### src/rtl/seg7_scan_driver.sv
// Multiplexed hex seven-segment scan driver with double-buffered value load and leading-zero blanking.
// Optional blink feature is enabled by defining SEG7_BLINK_EN.
module seg7_scan_driver #(
    parameter int NUM_DIGITS = 4,
    parameter int SCAN_DIV   = 50000,
    parameter int BLINK_DIV  = 256
) (
    input  logic                    iCLK,
    input  logic                    iRST_N,
    input  logic [4*NUM_DIGITS-1:0] iVALUE,
    input  logic                    iLOAD,
    input  logic [NUM_DIGITS-1:0]   iDP,
    input  logic                    iBLANK_LZ,
    input  logic [NUM_DIGITS-1:0]   iBLINK,
    output logic [6:0]              oSEG,
    output logic                    oSEG_DP,
    output logic [NUM_DIGITS-1:0]   oDIG_SEL,
    output logic                    oFRAME,
    output logic                    oPENDING
);

    localparam int PW = (SCAN_DIV > 1) ? $clog2(SCAN_DIV) : 1;
    localparam int IW = (NUM_DIGITS > 1) ? $clog2(NUM_DIGITS) : 1;
    localparam logic [PW-1:0] PRE_LAST   = PW'(SCAN_DIV - 1);
    localparam logic [PW-1:0] PRE_PENULT = PW'(SCAN_DIV - 2);
    localparam logic [IW-1:0] IDX_LAST   = IW'(NUM_DIGITS - 1);

    logic [PW-1:0]           r_prescale;
    logic [IW-1:0]           r_index;
    logic                    r_frame;
    logic [4*NUM_DIGITS-1:0] r_disp;
    logic [NUM_DIGITS-1:0]   r_disp_dp;
    logic [4*NUM_DIGITS-1:0] r_pend;
    logic [NUM_DIGITS-1:0]   r_pend_dp;
    logic                    r_pending;
    logic [6:0]              r_seg;
    logic                    r_seg_dp;
    logic [NUM_DIGITS-1:0]   r_dig_sel;

    logic                    w_wrap;
    logic                    w_last;
    logic                    w_boundary;
    logic [3:0]              w_nib;
    logic                    w_dp;
    logic                    w_blink;
    logic                    w_blank;
    logic [NUM_DIGITS-1:0]   w_sel;
    logic [6:0]              w_seg_next;
    logic                    w_dp_next;

    function automatic logic [6:0] f_encode(input logic [3:0] nib);
        case (nib)
            4'h0: f_encode = 7'b1000000;
            4'h1: f_encode = 7'b1111001;
            4'h2: f_encode = 7'b0100100;
            4'h3: f_encode = 7'b0110000;
            4'h4: f_encode = 7'b0011001;
            4'h5: f_encode = 7'b0010010;
            4'h6: f_encode = 7'b0000010;
            4'h7: f_encode = 7'b1111000;
            4'h8: f_encode = 7'b0000000;
            4'h9: f_encode = 7'b0011000;
            4'hA: f_encode = 7'b0001000;
            4'hB: f_encode = 7'b0000011;
            4'hC: f_encode = 7'b1000110;
            4'hD: f_encode = 7'b0100001;
            4'hE: f_encode = 7'b0000110;
            default: f_encode = 7'b0001110;
        endcase
    endfunction

    assign w_wrap     = (r_prescale == PRE_LAST);
    assign w_last     = (r_index == IDX_LAST);
    assign w_boundary = w_wrap && w_last;

    // A digit blanks when it and every more-significant nibble are zero; digit 0 is exempt.
    always_comb begin
        w_nib   = 4'h0;
        w_dp    = 1'b0;
        w_blink = 1'b0;
        w_sel   = '1;
        w_blank = iBLANK_LZ && (r_index != '0);
        for (int k = 0; k < NUM_DIGITS; k++) begin
            if (k == int'(r_index)) begin
                w_nib    = r_disp[4*k +: 4];
                w_dp     = r_disp_dp[k];
                w_blink  = iBLINK[k];
                w_sel[k] = 1'b0;
            end
            if ((k >= int'(r_index)) && (r_disp[4*k +: 4] != 4'h0)) begin
                w_blank = 1'b0;
            end
        end
    end

`ifdef SEG7_BLINK_EN
    localparam int BW = (BLINK_DIV > 1) ? $clog2(BLINK_DIV) : 1;
    localparam logic [BW-1:0] BLINK_LAST = BW'(BLINK_DIV - 1);

    logic [BW-1:0] r_blink_cnt;
    logic          r_hidden;

    always_ff @(posedge iCLK or negedge iRST_N) begin
        if (!iRST_N) begin
            r_blink_cnt <= '0;
            r_hidden    <= 1'b0;
        end else if (w_boundary) begin
            if (r_blink_cnt == BLINK_LAST) begin
                r_blink_cnt <= '0;
                r_hidden    <= ~r_hidden;
            end else begin
                r_blink_cnt <= r_blink_cnt + 1'b1;
            end
        end
    end

    always_comb begin
        w_seg_next = w_blank ? 7'h7F : f_encode(w_nib);
        w_dp_next  = ~w_dp;
        if (r_hidden && w_blink) begin
            w_seg_next = 7'h7F;
            w_dp_next  = 1'b1;
        end
    end
`else
    logic w_unused_blink;
    assign w_unused_blink = w_blink ^ (BLINK_DIV > 0);

    always_comb begin
        w_seg_next = w_blank ? 7'h7F : f_encode(w_nib);
        w_dp_next  = ~w_dp;
    end
`endif

    // oFRAME is pre-decoded one cycle early so it is registered yet aligned with the boundary cycle.
    always_ff @(posedge iCLK or negedge iRST_N) begin
        if (!iRST_N) begin
            r_prescale <= '0;
            r_index    <= '0;
            r_frame    <= 1'b0;
            r_disp     <= '0;
            r_disp_dp  <= '0;
            r_pend     <= '0;
            r_pend_dp  <= '0;
            r_pending  <= 1'b0;
            r_seg      <= 7'h7F;
            r_seg_dp   <= 1'b1;
            r_dig_sel  <= '1;
        end else begin
            r_prescale <= w_wrap ? '0 : r_prescale + 1'b1;
            if (w_wrap) begin
                r_index <= w_last ? '0 : r_index + 1'b1;
            end
            r_frame <= (r_prescale == PRE_PENULT) && w_last;
            if (w_boundary && r_pending) begin
                r_disp    <= r_pend;
                r_disp_dp <= r_pend_dp;
            end
            if (iLOAD) begin
                r_pend    <= iVALUE;
                r_pend_dp <= iDP;
                r_pending <= 1'b1;
            end else if (w_boundary) begin
                r_pending <= 1'b0;
            end
            r_seg     <= w_seg_next;
            r_seg_dp  <= w_dp_next;
            r_dig_sel <= w_sel;
        end
    end

    assign oSEG     = r_seg;
    assign oSEG_DP  = r_seg_dp;
    assign oDIG_SEL = r_dig_sel;
    assign oFRAME   = r_frame;
    assign oPENDING = r_pending;

endmodule

### config.mk
export PLATFORM = sky130hd
export DESIGN_NAME = seg7_scan_driver
export DESIGN_NICKNAME = d
export VERILOG_FILES = /design/src/rtl/seg7_scan_driver.sv
export SDC_FILE = /design/constraint.sdc
export NUM_CORES = 1
export LEC_CHECK = 0
export ABC_AREA = 1
export CAP_MARGIN = 20
export CORE_ASPECT_RATIO = 0.9
export CORE_MARGIN = 8
export CORE_UTILIZATION = 60
export DETAILED_ROUTE_END_ITERATION = 8
export HOLD_SLACK_MARGIN = 0.05
export PLACE_DENSITY = 0.95
export SKIP_LAST_GASP = 1
export SYNTH_ARGS = -nofsm -noshare
export SYNTH_HDL_FRONTEND = slang
export SYNTH_SLANG_ARGS = --single-unit
export TNS_END_PERCENT = 5
### constraint.sdc
create_clock -name iCLK -period 3.85 [get_ports iCLK]
set_clock_uncertainty 0.05 [all_clocks]
set_input_delay 1.155 -clock iCLK [delete_from_list [all_inputs] [get_ports iCLK]]
set_output_delay 1.155 -clock iCLK [all_outputs]
set_load 0.02 [all_outputs]
## Yosys cells after proc, flatten, opt, wreduce, memory -nomap -nowiden

Memory sizes are Yosys's and may differ from the RTL's.
Index checks and enable logic that the tools add are counted.

- Flip-flop bits (word level): 72
- Memories kept: 1
- RAM bits: 0
- Logic and storage cells: 59
- Latch bits: 0
- ROM bits: 112

- Bitwise gates (word level): 1
- Mux-type cells: 21
- Reduce and logical (&&, ||, !) cells: 14
- Add/subtract/negate cells: 2
- Divide/modulo/power cells: 0
- Shifts and indexed selects: 0
- Equality and inequality tests: 6
- $mul: 0
- Order comparisons: 3

Memories:

| memory | words | bits a word | read ports | clocked after Yosys merged registers in | write ports | RTL line | RTL |
|---|---|---|---|---|---|---|---|
| (no name shown) | 16 | 7 | 1 | 0 | 0 | 52 | `case (nib)` |

Operator list:

| kind | count |
|---|---|
| 16-bit == test, second input constant | 2 |
| 16-bit by 1-bit adder with 16-bit output, second input constant | 1 |
| 16-bit 2-to-1 mux | 1 |
| 4-bit 2-to-1 mux | 4 |
| 4-bit nonzero test | 4 |
| 1-bit 2-to-1 mux | 14 |
| 1-bit logical AND | 7 |
| 7-bit 2-to-1 mux | 1 |
| 2-bit == test, first input constant | 2 |
| 1-bit by 2-bit greater-or-equal comparator with 1-bit output, first input constant | 2 |
| 2-bit nonzero test | 2 |
| 2-bit by 1-bit adder with 2-bit output, second input constant | 1 |
| 1-bit by 2-bit == test with 1-bit output, first input constant | 1 |
| 2-bit == test, second input constant | 1 |
| 2-bit greater-or-equal comparator, first input constant | 1 |
| 2-bit logical NOT | 1 |
| 2-bit 2-to-1 mux | 1 |
| 1-bit inverter | 1 |

## Longest topological paths before layout

Gate-level depths: netlist (run 1).

- Word-level depth: 7
- Mapped depth: 15
- Gate-level depth less buffers: 14

## Worst setup path before layout (run 1)

Ideal clock, no wire load.

- Path type: flip-flop to flip-flop
- Start point: register r_index[0]
- End point: register r_seg[3] (netlist: oSEG[3])
- Data arrival time: 2.016 ns
- Library setup time: 0.083 ns
- Required time: 3.717 ns
- Path buffers: 1
- Setup slack: 1.701 ns
- Cell stages (with the launch flop): 14
- Clock period less this slack: 2.149 ns
- Cell sequence: dfrtp_1 -> inv_1 -> ha_1 -> buf_2 -> inv_2 -> nor2_1 -> nor2_1 -> a21boi_1 -> inv_1 -> ha_1 -> inv_1 -> nand3_1 -> nand3_1 -> nand3_1

- Longest elaborated chain between the ends: 7
- Elaborated cells between the ends (all ways): 22
- Those cells by class: 3 x order compare; 3 x eq/ne; 9 x mux; 6 x reduce/logical; 1 x memory

RTL lines:

| what | RTL line | RTL |
|---|---|---|
| start: declaration | 29 | `logic [IW-1:0] r_index;` |
| start signal: assignment | 152 | `r_index <= w_last ? '0 : r_index + 1'b1;` |
| 2-bit logical NOT, or another cell as far along | 84 | `if (k == int'(r_index)) begin` |
| 4-bit 2-to-1 mux, or another cell as far along | 84 |  |
| 4-bit 2-to-1 mux or 1-bit 2-to-1 mux (tied branches) (3 in series) | 84, 90 |  |
| memory 16 x 7 bit or 1-bit 2-to-1 mux (tied branches) | n/a |  |
| 7-bit 2-to-1 mux (*) | 130 | `w_seg_next = w_blank ? 7'h7F : f_encode(w_nib);` |
| via w_seg_next[3] | 48 | `logic [6:0] w_seg_next;` |
| end signal: assignment | 166 | `r_seg <= w_seg_next;` |
| end: declaration | 36 | `logic [6:0] r_seg;` |

Mark *: on every way through the listed nets, which the timed path passes. The rest lies on a longest branch.
A chain may end at the register's enable or synchronous reset.

## Final worst setup path (run 1)

- Start point: register r_pending (netlist: oPENDING)
- End point: output oPENDING

RTL lines:

| what | RTL line | RTL |
|---|---|---|
| start: declaration | 35 | `logic r_pending;` |
| start signal: assignment | 145 | `r_pending <= 1'b0;` |
| start signal: assignment | 162 | `r_pending <= 1'b1;` |
| start signal: assignment | 164 | `r_pending <= 1'b0;` |
| end: declaration | 19 | `output logic oPENDING` |

No word-level cell between the ends.

==> out/metrics.yaml, run 1 <==
first_global_vias: 2953
synthesis.nets: 470
required_ns: 2.64
ys_types: 31
clkTransAtPathRegs_ns: 0.07
ios: 42
synth_warnings: 0
drive_above_1_share: 0.101
slowest_stage: "clkdlybuf4s50_1"
layout_commonest_cell: "nand2_1"
final_area_um2: 4160
critical_path_class: "flop to primary output"
hold_buffers: 0
ant_nets: 0
ys_ff_latch: 72
antenna_found_initial: 0
via_count: 2869
period_needed_ns: 2.73
hpwl_um: 5320
yosysSeqAreaShare: 0.515
met1_usage: 0.196
grt_util_all_layers: 0.184
cp_slowest_stage_delay_ns: 0.65
p_sw_w: 0.000318
fin_nets: 509
fin_tns_setup_ns: 0
seq_power_share: 0.531
rows: 26
switching_share: 0.215
cts-root-buf: "clkbuf_8"
crit_arrival_ns: 1.52
syn_avg_cell_area_um2: 8.23
powerDensity_nw_per_um2: 355
worst_slew_pin_slew_ns: 0.825
crit_chain: "buf_4, clkdlybuf4s50_1"
drt_iter0_markers: 169
die_w_um: 96.9
wl_um: 7200
netlist_area_um2: 3530
busiest_layer: "met2"
core-area_um2: 5690
hold_class: "flop to flop"
tritoncts: "yes"
cts-resized-gates: 0
setup_viol: 0
firstDrtPassIters: 4
port_buffers: 37
status: "finished, final reports clean"
grt_pass1_wl_um: 12800
setup_slack_ns: 1.12
drc: 0
rsz0062_at_grt: "false"
syn_inst: 429
placed_area_um2: 3940
fin_util: 0.730
finalCritPeriodShare: 0.708
grt_use_met3: 0.0648
finalHoldViolCount: 0
max_clock_freq_mhz: 367
maxSlewHeadroom: 0.450
final_cell_mix: "nand2_1, dfrtp_1, inv_1"
cp-start-kind: "flop"
slew_viol_final: 0
routedWlPerCell_um: 13.3
combPwrFrac: 0.046
end_kind: "primary output"
globalRouteOverflowTotal: 0
start_util: 0.620
clockBufferDepth: 2
cap_violations: 0
p_leak_nw: 2.19
cts.sinks: 72
gp_congestion: 0.929
cp_max_fo: 16
fp.dieH_um: 88.8
use_met2: 0.329
via_per_inst: 5.28
vdd_drop_max_mv: 0.403
cts_max_level: 3
grt_max_degree: 39
dp_slack_ns: 1.21
clock_latency_ns: 0.35
p_int_w: 0.00116
post_cts_buffers: 0
syn_to_final_growth_pct: 17.8
dieArea_um2: 8600
pwr-share-clk: 0.423
cts_buffers: 9
diodes: 0
## worst max-delay path: cells and delay by family, from the launching register on
family   cells  cell delay (ns)
buf+inv      2             0.85
flops        1             0.32
## layer usage
metal	share of wire	up-vias
met2	0.50	72
met4	0.019	0
met5	0	-
met1	0.43	1357
li1	-	1424
met3	0.054	16
## cell usage after synthesis
master    instances  area [um^2]
o21ai_2           7         61.3
o21ai_1           1         5.00
dfrtp_1          60         1500
nor4_1            1         6.26
nand2_2           3         18.8
nand3_1          43          215
buf_2             3         15.0
inv_1            44          165
ha_1             13          163
xnor2_1           1         8.76
clkbuf_1          6         22.5
inv_2             2         7.51
clkbuf_2          1         5.00
o21ai_0          16         80.1
dfstp_2          12          315
buf_4             1         7.51
buf_6             2         22.5
nand4_1           4         25.0
nor2_8            1         20.0
nor2_1           32          120
nor3_1            6         30.0
nor3b_1           1         7.51
nand2_4           1         11.3
xor2_1            8         70.1
clkinv_1          2         7.51
nor2_2            1         6.26
a21boi_1          1         7.51
nand3b_1          1         7.51
nand2_1         146          548
o21bai_1          2         15.0
a21oi_1           7         35.0
## metrics by stage
stage,total power [W],hold slack [ns],instances
2_1_floorplan,0.000819,0.341,429
3_3_place_gp,0.000862,0.360,527
3_5_place_dp,0.000866,0.376,527
4_1_cts,0.00149,0.393,543
5_1_grt,0.00153,0.419,543
6_report,0.00148,0.388,543
## final cells by class
class	count	area [um^2]
inverter	48	180
multi-input combinational	296	1460
tap	70	87.6
clock buffer	12	165
sequential	72	1820
clock inverter	4	51.3
fill	428	1540
timing repair buffer	41	395
## cells by family (layout without fill, tap and decap cells)
group           after synthesis  after routing  share of synthesized area
compound gates               34             34                     0.0578
xor+xnor                      9              9                     0.0223
fa+ha+maj                    13             13                     0.0461
buf+inv                      61            105                     0.0716
flops                        72             72                      0.515
simple gates                240            240                      0.288
## final timing paths
kind	from	endpoint	slack (ns)	cells past startpoint
max	oPENDING$_DFFE_PN0P_	oPENDING	1.12	2
min	r_disp_dp[3]$_DFFE_PN0P_	oSEG_DP$_DFF_PN1_	0.39	1
max reg2reg	r_index[0]$_DFFE_PN0N_	oSEG[3]$_DFF_PN1_	1.16	12
min reg2reg	r_disp_dp[3]$_DFFE_PN0P_	oSEG_DP$_DFF_PN1_	0.39	1
max in group asynchronous	iRST_N	oDIG_SEL[0]$_DFF_PN1_	2.11	2
min in group asynchronous	iRST_N	r_prescale[12]$_DFF_PN0_	0.84	1
## power groups by stage
stage	Combinational, W	Clock, W	Sequential, W
after floorplan	0.0000239	0	0.000795
after global placement	0.0000650	0	0.000797
after detailed placement	0.0000684	0	0.000797
after CTS	0.0000692	0.000632	0.000784
after global routing	0.0000772	0.000663	0.000785
final	0.0000675	0.000624	0.000784
## flip-flops by register name (all words and copies together), names as in the netlist
signal and flops:
oDIG_SEL 4, oFRAME 1, oPENDING 1, oSEG 7
oSEG_DP 1, r_disp 16, r_disp_dp 4, r_index 2
r_pend 16, r_pend_dp 4, r_prescale 16
(Power assumes the default switching activity.)
==> run 2, diff against run 1 <==
--- a/config.mk
+++ b/config.mk
@@ -9,10 +9,10 @@
 export CAP_MARGIN = 20
 export CORE_ASPECT_RATIO = 0.9
 export CORE_MARGIN = 8
-export CORE_UTILIZATION = 60
+export CORE_UTILIZATION = 50
 export DETAILED_ROUTE_END_ITERATION = 8
 export HOLD_SLACK_MARGIN = 0.05
-export PLACE_DENSITY = 0.95
+export PLACE_DENSITY = 0.85
 export SKIP_LAST_GASP = 1
 export SYNTH_ARGS = -nofsm -noshare
 export SYNTH_HDL_FRONTEND = slang
==> constraint.sdc (replaced) <==
create_clock -name iCLK -period 2.5 [get_ports iCLK]
set_clock_uncertainty 0.05 [all_clocks]
set_input_delay 0.75 -clock iCLK [delete_from_list [all_inputs] [get_ports iCLK]]
set_output_delay 0.75 -clock iCLK [all_outputs]
set_load 0.02 [all_outputs]
==> out/metrics.yaml, run 2 (same netlist as run 1, synthesis figures left out) <==
status: "finished, final reports clean"  # unchanged
powerDensity_nw_per_um2: 525  # was 355 nW/um^2
wl_um: 7100  # was 7200 um
power_w: 0.00222  # was 0.00148 W
final_cell_mix: "nand2_1, dfrtp_1, inv_1"  # unchanged
dieArea_um2: 10000  # was 8600 um^2
ios: 42  # unchanged
diodes: 0  # unchanged
period_needed_ns: 2.30
multi_input_area_um2: 1460  # unchanged
fp.dieH_um: 95.7  # was 88.8 um
holdCritStartpoint: "r_disp_dp[3]$_DFFE_PN0P_"  # unchanged
p_leak_nw: 2.21  # was 2.19 nW
rows: 29  # was 26
core-area_um2: 6930  # was 5690 um^2
critical_path_class: "flop to flop"  # was flop to primary output
port_buffers: 37  # unchanged
grt_pass1_wl_um: 12600  # was 12800 um
cap_violations: 0  # unchanged
combPwrFrac: 0.048  # was 0.046
post_cts_buffers: 0  # unchanged
cts.sinks: 72  # unchanged
drive_above_1_share: 0.111  # was 0.101
finalHoldViolCount: 0  # unchanged
hold_buffers: 0  # unchanged
end_kind: "flop"  # was primary output
maxSlewHeadroom: 0.502  # was 0.450
pwr-share-clk: 0.408  # was 0.423
dp_slack_ns: 0.270  # was 1.21 ns
cts_max_level: 3  # unchanged
start_util: 0.509  # was 0.620
die_w_um: 105  # was 96.9 um
max_clock_freq_mhz: 434
globalRouteOverflowTotal: 0  # unchanged
clock_latency_ns: 0.34  # was 0.35 ns
slew_viol_final: 0  # unchanged
firstDrtPassIters: 4  # unchanged
clockBufferDepth: 2  # unchanged
drc: 0  # unchanged
setup_viol: 0  # unchanged
rsz0062_at_grt: "false"  # unchanged
nFillCells: 619  # was 428
layout_commonest_cell: "nand2_1"  # unchanged
reg2reg_depth: 14  # was 12
vdd_drop_max_mv: 0.335  # was 0.403 mV
crit_arrival_ns: 2.52  # was 1.52 ns
r2r_setup_slack_ns: 0.20  # was 1.16 ns
cp_max_fo: 8  # was 16
reg2reg_from: "r_index[1]$_DFFE_PN0N_"  # was r_index[0]$_DFFE_PN0N_
largest_registers: "r_disp: 16 flops, r_pend: 16 flops, r_prescale: 16 flops"  # unchanged
fin_util: 0.610  # was 0.730
worstHoldEndpoint: "oSEG_DP$_DFF_PN1_"  # unchanged
routedWlPerCell_um: 12.4  # was 13.3 um
gp_congestion: 0.890  # was 0.929
cp-start-kind: "flop"  # unchanged
grt_max_degree: 32  # was 39
p_sw_w: 0.000488  # was 0.000318 W
fin_tns_setup_ns: 0  # unchanged
fin_nets: 515  # was 509
seq_power_share: 0.544  # was 0.531
cts_buffers: 9  # unchanged
via_count: 2813  # was 2869
hold_class: "flop to flop"  # unchanged
clkTransAtPathRegs_ns: 0.07  # about the same
worst_slew_pin_slew_ns: 0.746  # was 0.825 ns
r2r_end: "oSEG[4]$_DFF_PN1_"  # was oSEG[3]$_DFF_PN1_
cts-resized-gates: 0  # unchanged
syn_to_final_growth_pct: 19.7  # was 17.8%
switching_share: 0.220  # was 0.215
grt_util_all_layers: 0.155  # was 0.184
required_ns: 2.72  # was 2.64 ns
cts-root-buf: "clkbuf_8"  # unchanged
setup_slack_ns: 0.198  # was 1.12 ns
p_int_w: 0.00173  # was 0.00116 W
final_area_um2: 4230  # was 4160 um^2
first_global_vias: 2771  # was 2953
ant_nets: 0  # unchanged
via_per_inst: 4.92  # was 5.28
hpwl_um: 5380  # was 5320 um
antenna_found_initial: 0  # unchanged
whs_path_depth: 1  # unchanged
finalCritPeriodShare: 0.921
placed_area_um2: 4030  # was 3940 um^2
register_area_um2: 1820  # unchanged
tritoncts: "yes"  # unchanged
drt_iter0_markers: 105  # was 169
## run 2: changes by cell type in the layout (fill, tap and decap cells not counted)
cell      change
buf_12        +1
buf_4         +5
clkbuf_1      +1
clkbuf_8      -2
clkinv_2      +1
## run 2: worst max-delay path by stage
| stage | end | cells after the start | slack (ns) | from |
|---|---|---|---|---|
| 2_1_floorplan | oSEG[3]$_DFF_PN1_ | 13 | 0.35 | r_index[0]$_DFFE_PN0N_ |
| 3_3_place_gp | oSEG[0]$_DFF_PN1_ | 14 | 0.33 | r_index[1]$_DFFE_PN0N_ |
| 3_5_place_dp | oSEG[3]$_DFF_PN1_ | 12 | 0.27 | r_index[1]$_DFFE_PN0N_ |
| 4_1_cts | oSEG[4] | 1 | 0.21 | oSEG[4]$_DFF_PN1_ |
| 5_1_grt | oSEG[4]$_DFF_PN1_ | 14 | 0.01 | r_index[1]$_DFFE_PN0N_ |
| 6_report | oSEG[4]$_DFF_PN1_ | 14 | 0.20 | r_index[1]$_DFFE_PN0N_ |
## run 2: layout make-up
type	instances	share of cell area
Multi-Input combinational cell	296	0.346
Inverter	48	0.0426
Sequential cell	72	0.430
Timing Repair Buffer	47	0.107
Clock inverter	5	0.0133
Clock buffer	11	0.0335
Tap cell	93	0.0275
## run 2: power by group through the flow
| stage | Clock, W | Sequential (W) | Combinational (W) |
|---|---|---|---|
| 2_1_floorplan | 0 | 0.00122 | 0.0000369 |
| 3_3_place_gp | 0 | 0.00123 | 0.000105 |
| 3_5_place_dp | 0 | 0.00123 | 0.000110 |
| 4_1_cts | 0.000929 | 0.00121 | 0.000110 |
| 5_1_grt | 0.000969 | 0.00121 | 0.000125 |
| 6_report | 0.000904 | 0.00121 | 0.000107 |
## run 2: through the flow
stage / cells / hold slack, ns
after floorplan: 429 / 0.341
after global placement: 556 / 0.357
after detailed placement: 556 / 0.366
after CTS: 572 / 0.381
after global routing: 572 / 0.412
final: 572 / 0.382
## run 2: worst max-delay path, cell delays in order, from the launching register on
cell and delay (ns):
dfrtp_1 0.43, inv_1 0.13, ha_1 0.32, inv_1 0.17
nand3_1 0.10, nand2_1 0.05, nand2_1 0.09, nand2_1 0.06
nand2_1 0.15, inv_1 0.10, ha_1 0.22, nand3_1 0.14
nor2_1 0.06, nor2_1 0.09, nand2_1 0.07
## run 2: layer usage
metal / global-route usage / part of all wire
met5: 0 / 0
met2: 0.267 / 0.48
met4: 0.0463 / 0.010
met3: 0.0529 / 0.048
met1: 0.182 / 0.46
